**config.mk**
```make
export PLATFORM = sky130hd
export DESIGN_NAME = tt_sweep_ctrl
export DESIGN_NICKNAME = d
export VERILOG_FILES = /design/src/rtl/tt_sweep_pkg.sv /design/src/rtl/tt_word_pack.sv /design/src/rtl/tt_sweep_ctrl.sv
export SDC_FILE = /design/constraint.sdc
export NUM_CORES = 1
export LEC_CHECK = 0
export BUFFER_PORTS_ARGS = -buffer_cell sky130_fd_sc_hd__buf_4
export CAP_MARGIN = 40
export CELL_PAD_IN_SITES_DETAIL_PLACEMENT = 0
export CELL_PAD_IN_SITES_GLOBAL_PLACEMENT = 2
export CORE_ASPECT_RATIO = 0.5
export CORE_MARGIN = 2
export CORE_UTILIZATION = 30
export DETAILED_ROUTE_END_ITERATION = 8
export PLACE_DENSITY_LB_ADDON = 0.1
export SLEW_MARGIN = 10
export SYNTH_ARGS = -nofsm -noshare
export SYNTH_HDL_FRONTEND = slang
export SYNTH_SLANG_ARGS = --single-unit
```
**constraint.sdc**
```tcl
create_clock -name clk -period 2.42 [get_ports clk]
set_input_delay 0.363 -clock clk [delete_from_list [all_inputs] [get_ports clk]]
set_output_delay 0.363 -clock clk [all_outputs]
set_load 0.02 [all_outputs]
```
**src/rtl/tt_sweep_pkg.sv**
```systemverilog
// Shared types, sizing constants and the input projection used by the sweep controller.
package tt_sweep_pkg;

    localparam int TT_N_IN     = 8;
    localparam int TT_WORD_W   = 8;
    localparam int TT_NUM_VEC  = 1 << TT_N_IN;
    localparam int TT_NUM_WORD = TT_NUM_VEC / TT_WORD_W;
    // Working width for the projection helper; any N_IN below this fits.
    localparam int TT_MAX_IN   = 32;

    typedef enum logic [1:0] {
        ST_IDLE  = 2'd0,
        ST_RUN   = 2'd1,
        ST_DRAIN = 2'd2
    } sweep_state_e;

    // Forced inputs take their value from val, the rest follow the sweep index.
    function automatic logic [TT_MAX_IN-1:0] project_vec(
        input logic [TT_MAX_IN-1:0] idx,
        input logic [TT_MAX_IN-1:0] mask,
        input logic [TT_MAX_IN-1:0] val
    );
        return (idx & ~mask) | (val & mask);
    endfunction

endpackage

```
**src/rtl/tt_word_pack.sv**
```systemverilog
// Bit-serial to word packer with a single-entry valid/ready output register.
module tt_word_pack
    import tt_sweep_pkg::*;
#(
    parameter int WORD_W = TT_WORD_W,
    localparam int POS_W = $clog2(WORD_W)
) (
    input  logic              clk,
    input  logic              rst_n,
    input  logic              i_clear,
    input  logic              i_sample,
    input  logic              i_bit,
    input  logic [POS_W-1:0]  i_pos,
    input  logic              i_last,
    input  logic              i_ready,
    output logic              o_can_accept,
    output logic [WORD_W-1:0] o_data,
    output logic              o_valid,
    output logic              o_last
);

    logic [WORD_W-1:0] r_shift;
    logic [WORD_W-1:0] r_data;
    logic              r_valid;
    logic              r_last;
    logic [WORD_W-1:0] w_bits;
    logic              w_word_end;
    logic              w_handshake;

    // Current partial word with the incoming sample merged into its slot.
    always_comb begin
        w_bits        = r_shift;
        w_bits[i_pos] = i_bit;
    end

    assign w_word_end   = i_sample && (i_pos == POS_W'(WORD_W - 1));
    assign w_handshake  = r_valid && i_ready;
    assign o_can_accept = !r_valid || i_ready;

    // Accumulate samples; the controller only samples a word-ending bit when the output register can take it.
    always_ff @(posedge clk or negedge rst_n) begin
        if (!rst_n) begin
            r_shift <= '0;
        end else if (i_clear) begin
            r_shift <= '0;
        end else if (i_sample) begin
            r_shift <= w_bits;
        end
    end

    // Output register: a reload wins over the clear that a handshake would otherwise cause.
    always_ff @(posedge clk or negedge rst_n) begin
        if (!rst_n) begin
            r_data  <= '0;
            r_valid <= 1'b0;
            r_last  <= 1'b0;
        end else if (w_word_end) begin
            r_data  <= w_bits;
            r_valid <= 1'b1;
            r_last  <= i_last;
        end else if (w_handshake) begin
            r_data  <= '0;
            r_valid <= 1'b0;
            r_last  <= 1'b0;
        end
    end

    assign o_data  = r_data;
    assign o_valid = r_valid;
    assign o_last  = r_last;

endmodule

```
**src/rtl/tt_sweep_ctrl.sv**
```systemverilog
// Sweeps a combinational function over its full input space and streams back its truth table.
module tt_sweep_ctrl
    import tt_sweep_pkg::*;
#(
    parameter int N_IN   = TT_N_IN,
    parameter int WORD_W = TT_WORD_W
) (
    input  logic              clk,
    input  logic              rst_n,
    input  logic              i_start,
    input  logic [N_IN-1:0]   i_fix_mask,
    input  logic [N_IN-1:0]   i_fix_val,
    output logic [N_IN-1:0]   o_f_x,
    input  logic              i_f_y,
    output logic [WORD_W-1:0] o_tt_data,
    output logic              o_tt_valid,
    input  logic              i_tt_ready,
    output logic              o_tt_last,
    output logic [N_IN:0]     o_ones_cnt,
    output logic              o_busy,
    output logic              o_done
);

    localparam int POS_W = $clog2(WORD_W);

    sweep_state_e      r_state;
    logic [N_IN-1:0]   r_idx;
    logic [N_IN-1:0]   r_mask;
    logic [N_IN-1:0]   r_val;
    logic [N_IN-1:0]   r_f_x;
    logic [N_IN:0]     r_ones;
    logic              r_busy;
    logic              r_done;

    logic [POS_W-1:0]  w_pos;
    logic              w_word_end;
    logic              w_last_sample;
    logic              w_can_accept;
    logic              w_advance;
    logic              w_clear;
    logic              w_last_accept;
    logic [N_IN-1:0]   w_next_idx;

    // Narrow wrapper around the package projection for this instance's width.
    function automatic logic [N_IN-1:0] vec_of(
        input logic [N_IN-1:0] idx,
        input logic [N_IN-1:0] mask,
        input logic [N_IN-1:0] val
    );
        logic [TT_MAX_IN-1:0] w_full;
        w_full = project_vec(TT_MAX_IN'(idx), TT_MAX_IN'(mask), TT_MAX_IN'(val));
        return w_full[N_IN-1:0];
    endfunction

    assign w_pos         = r_idx[POS_W-1:0];
    assign w_word_end    = (w_pos == POS_W'(WORD_W - 1));
    assign w_last_sample = (r_idx == {N_IN{1'b1}});
    assign w_next_idx    = r_idx + N_IN'(1);
    assign w_advance     = (r_state == ST_RUN) && (!w_word_end || w_can_accept);
    assign w_clear       = (r_state == ST_IDLE) && i_start;
    assign w_last_accept = o_tt_valid && i_tt_ready && o_tt_last;

    // Sweep sequencer: owns the index, the applied vector, the ones count and the status flags.
    always_ff @(posedge clk or negedge rst_n) begin
        if (!rst_n) begin
            r_state <= ST_IDLE;
            r_idx   <= '0;
            r_mask  <= '0;
            r_val   <= '0;
            r_f_x   <= '0;
            r_ones  <= '0;
            r_busy  <= 1'b0;
            r_done  <= 1'b0;
        end else begin
            r_done <= 1'b0;
            case (r_state)
                ST_IDLE: begin
                    if (i_start) begin
                        r_mask  <= i_fix_mask;
                        r_val   <= i_fix_val;
                        r_f_x   <= vec_of('0, i_fix_mask, i_fix_val);
                        r_idx   <= '0;
                        r_ones  <= '0;
                        r_busy  <= 1'b1;
                        r_state <= ST_RUN;
                    end
                end
                ST_RUN: begin
                    if (w_advance) begin
                        r_ones <= r_ones + {{N_IN{1'b0}}, i_f_y};
                        r_idx  <= w_next_idx;
                        r_f_x  <= vec_of(w_next_idx, r_mask, r_val);
                        if (w_last_sample) begin
                            r_state <= ST_DRAIN;
                        end
                    end
                end
                ST_DRAIN: begin
                    if (w_last_accept) begin
                        r_busy  <= 1'b0;
                        r_done  <= 1'b1;
                        r_state <= ST_IDLE;
                    end
                end
                default: begin
                    r_state <= ST_IDLE;
                end
            endcase
        end
    end

    tt_word_pack #(
        .WORD_W (WORD_W)
    ) u_pack (
        .clk          (clk),
        .rst_n        (rst_n),
        .i_clear      (w_clear),
        .i_sample     (w_advance),
        .i_bit        (i_f_y),
        .i_pos        (w_pos),
        .i_last       (w_last_sample),
        .i_ready      (i_tt_ready),
        .o_can_accept (w_can_accept),
        .o_data       (o_tt_data),
        .o_valid      (o_tt_valid),
        .o_last       (o_tt_last)
    );

    assign o_f_x      = r_f_x;
    assign o_ones_cnt = r_ones;
    assign o_busy     = r_busy;
    assign o_done     = r_done;

endmodule

```
==> flow_summary.toml <==
[run_status]
status = "finished clean"

[final_layout]
fin_cells = 511
insertedDiodeCount = 0
nets = 396
drive_above_1_share_pct = 20.2
fillers = 958
syn2layout_area_growth_pct = 28.9

[flow_run]
drv_cap = 0

[placement]
port_buffers = 49
gp_congestion = 0.720
dp_hpwl_um = 5440
dp.cells = 493

[sta]
setup_tns_ns = 0
min_period_over_period_pct = 90.0
min_period_ns = 2.18
slew_headroom_pct = 53.3
finalSetupViolCount = 0
rsz0062_at_grt = "no"
max_freq_ghz = 0.459
hold_violations = 0
skew_ns = 0.00683
slew_viol_final = 0
worstMarginPinSlew_ns = 0.699

[floorplanning]
rows = 25
die_area_um2 = 10800
ios = 50
core_area_um2 = 9540
die_h_um = 74.5
die_w_um = 145
initial_core_util_pct = 31.3

[setup_path]
required_ns = 2.68
endpoint_kind = "flop"
crit_path_max_fanout = 10
cp.arrival_ns = 2.44
worstSetupPathType = "flop to flop"
reg2regPathDepth = 6
r2r_setup_slack_ns = 0.24
crit_path_start_kind = "flop"
timing.critical_path.to = "o_ones_cnt[7]$_DFFE_PN0P_"
reg2reg_to = "o_ones_cnt[7]$_DFFE_PN0P_"
r2r_start = "r_idx[1]$_DFFE_PN0P_"
crit_start = "r_idx[1]$_DFFE_PN0P_"

[power]
netSwitchingFraction_pct = 35.0
ir_drop_v = 0.000424
power.switching_mw = 1.50
power_frac_seq_pct = 38.4
cellPowerDensity_nw_per_um2 = 1120
p_comb_share_pct = 31.8
p_int_mw = 2.79
p_leak_nw = 1.85
power.share.clock_pct = 29.8

[yosys]
syn_avg_cell_area_um2 = 9.38
synth_common_cells = "nand2_1 (79), dfrtp_1 (63), o21ai_0 (30)"
synth_ff_type = "dfrtp_1"
syn-num-nets = 343
synth_edf_count = 0
yosysUniqueCellTypes = 43
yosysWarnings = 0
synth_area_leader_cell = "dfrtp_1"
ys_ff_latch = 63
synth.area.top_cells = "dfrtp_1 (53%), nand2_1 (9.9%), o21ai_0 (5.0%)"
synth_top_area_share_pct = 52.9
synthCells = 318
netlist_area_um2 = 2980
yosysSeqAreaShare_pct = 52.9
ys_async_sr_fraction_pct = 100
yosysMostFrequentCell = "nand2_1"

[global_routing]
overflow = 0
grt_first_pass_wirelength_um = 12600
antenna_found_initial = 0
grt_max_degree = 64
grt_usage_pct = 15.6
grt_pass1_vias = 2313

[routing]
routed_wl_um = 7760
drc = 0
viasPerCell = 4.82
wl_per_cell_um = 15.2
postRouteAntennaNets = 0
vias = 2463
first_pass_iters = 4
initialDrtViolationCount = 110

[cts]
cts_sinks = 63
numCtsBuffers = 9
clkLatencyLatePin_ns = 0.33
clk_root_buffer_cell = "clkbuf_16"
postCtsSetupBuffers = 0
clk_pin_slew_worst_paths_ns = 0.05
htreeDepth = 3
cts_tree = "built"
clockBufferDepth = 2

[hold_path]
hp-class = "primary input to flop"
-- power groups by stage --
stage	clock, mW	sequential [mW]	combinational (mW)
floorplan	0	1.76	0.710
global placement	0	1.66	1.36
detailed placement	0	1.66	1.38
CTS	1.31	1.65	1.39
global route	1.37	1.70	1.53
finish	1.28	1.65	1.37
-- routing by layer --
| metal | routed length (um) | vias up | part of all wire, % | global-route usage (%) |
|---|---|---|---|---|
| met3 | 408 | 6 | 5.3 | 6.07 |
| met1 | 3990 | 1197 | 51 | 21.9 |
| li1 | - | 1215 | - | - |
| met2 | 3290 | 45 | 42 | 22.0 |
| met5 | 0 | - | 0 | 0 |
| met4 | 77 | 0 | 0.99 | 5.61 |
-- flip-flops by register name (all words and copies together), names as in the netlist --
name,count
o_ones_cnt,9
o_done,1
u_pack.o_data,8
u_pack.o_last,1
r_val,8
r_state,2
r_idx,8
u_pack.o_valid,1
o_f_x,8
r_mask,8
o_busy,1
u_pack.r_shift,8
-- cells by family after synthesis --
logic type	share of synthesized area, %
AND/OR/NAND/NOR	25.3
XOR/XNOR	2.64
flip-flops	52.9
buffers and inverters	3.06
adder cells (fa/ha/maj)	1.68
AO/OA/AOI/OAI	10.4
multiplexers	4.03
-- cells in the final DEF (no fill, tap or decap), types with 2 or more instances in the layout --
master      n
a21o_1      3
a21oi_1     5
a31oi_1     8
and3_1      5
and4_1      2
buf_4      57
clkbuf_1    2
clkbuf_16   9
clkinv_2    3
dfrtp_1    63
ha_1        4
inv_1       2
mux2i_1    12
nand2_1    79
nand3_1    27
nand3b_1    3
nand4_1     4
nor2_1     12
nor2b_1     3
nor3_1      3
nor3b_1     4
o21ai_0    30
o311ai_0    3
or3_1       3
xnor2_1     8
-- worst min path at each step --
stage / from / end / slack, ns / cells past startpoint
detailed placement: r_val[4]$_DFFE_PN0P_ / r_val[4]$_DFFE_PN0P_ / 0.47 / 2
CTS: rst_n / u_pack.o_data[0]$_DFFE_PN0P_ / 0.16 / 1
global route: i_fix_val[0] / r_val[0]$_DFFE_PN0P_ / 0.23 / 3
floorplan: rst_n / o_busy$_DFFE_PN0P_ / 0.07 / 0
finish: i_fix_mask[0] / r_mask[0]$_DFFE_PN0P_ / 0.23 / 3
global placement: r_val[2]$_DFFE_PN0P_ / r_val[2]$_DFFE_PN0P_ / 0.46 / 2
-- layout make-up --
class | count | area (um^2) | share of cell area (%)
inverters | 2 | 7.51 | 0.195
well taps | 135 | 169 | 4.39
clock inverters | 4 | 45.0 | 1.17
flip-flops and latches | 63 | 1580 | 41.0
clock buffers | 12 | 246 | 6.41
repair buffers | 60 | 485 | 12.6
multi-input cells | 235 | 1310 | 34.2
-- worst max-delay path, cell delays in order, from the launching register on --
cell and delay [ns]:
dfrtp_1 0.47, ha_1 0.26, ha_1 0.26, and4b_4 0.25, or2_1 0.34, or3_1 0.37, a21oi_1 0.14
-- timing repair --
item / in CTS / in global routing
gates resized for setup: 0 / 0
hold endpoints to repair: 0 / 1
hold buffers: 0 / 1
-- through the flow --
| step | util [%] | hold WS, ns | instance area [um^2] | total power, mW | setup WS [ns] |
|---|---|---|---|---|---|
| floorplan | - | 0.0674 | 2980 | 2.47 | 0.498 |
| global placement | 36.8 | 0.461 | 3510 | 3.02 | 0.295 |
| detailed placement | 36.8 | 0.469 | 3510 | 3.05 | 0.251 |
| CTS | 39.9 | 0.161 | 3810 | 4.36 | 0.229 |
| global route | 40.3 | 0.227 | 3840 | 4.61 | 0.0833 |
| finish | 40.3 | 0.227 | 3840 | 4.29 | 0.241 |
(Power assumes the default switching activity.)
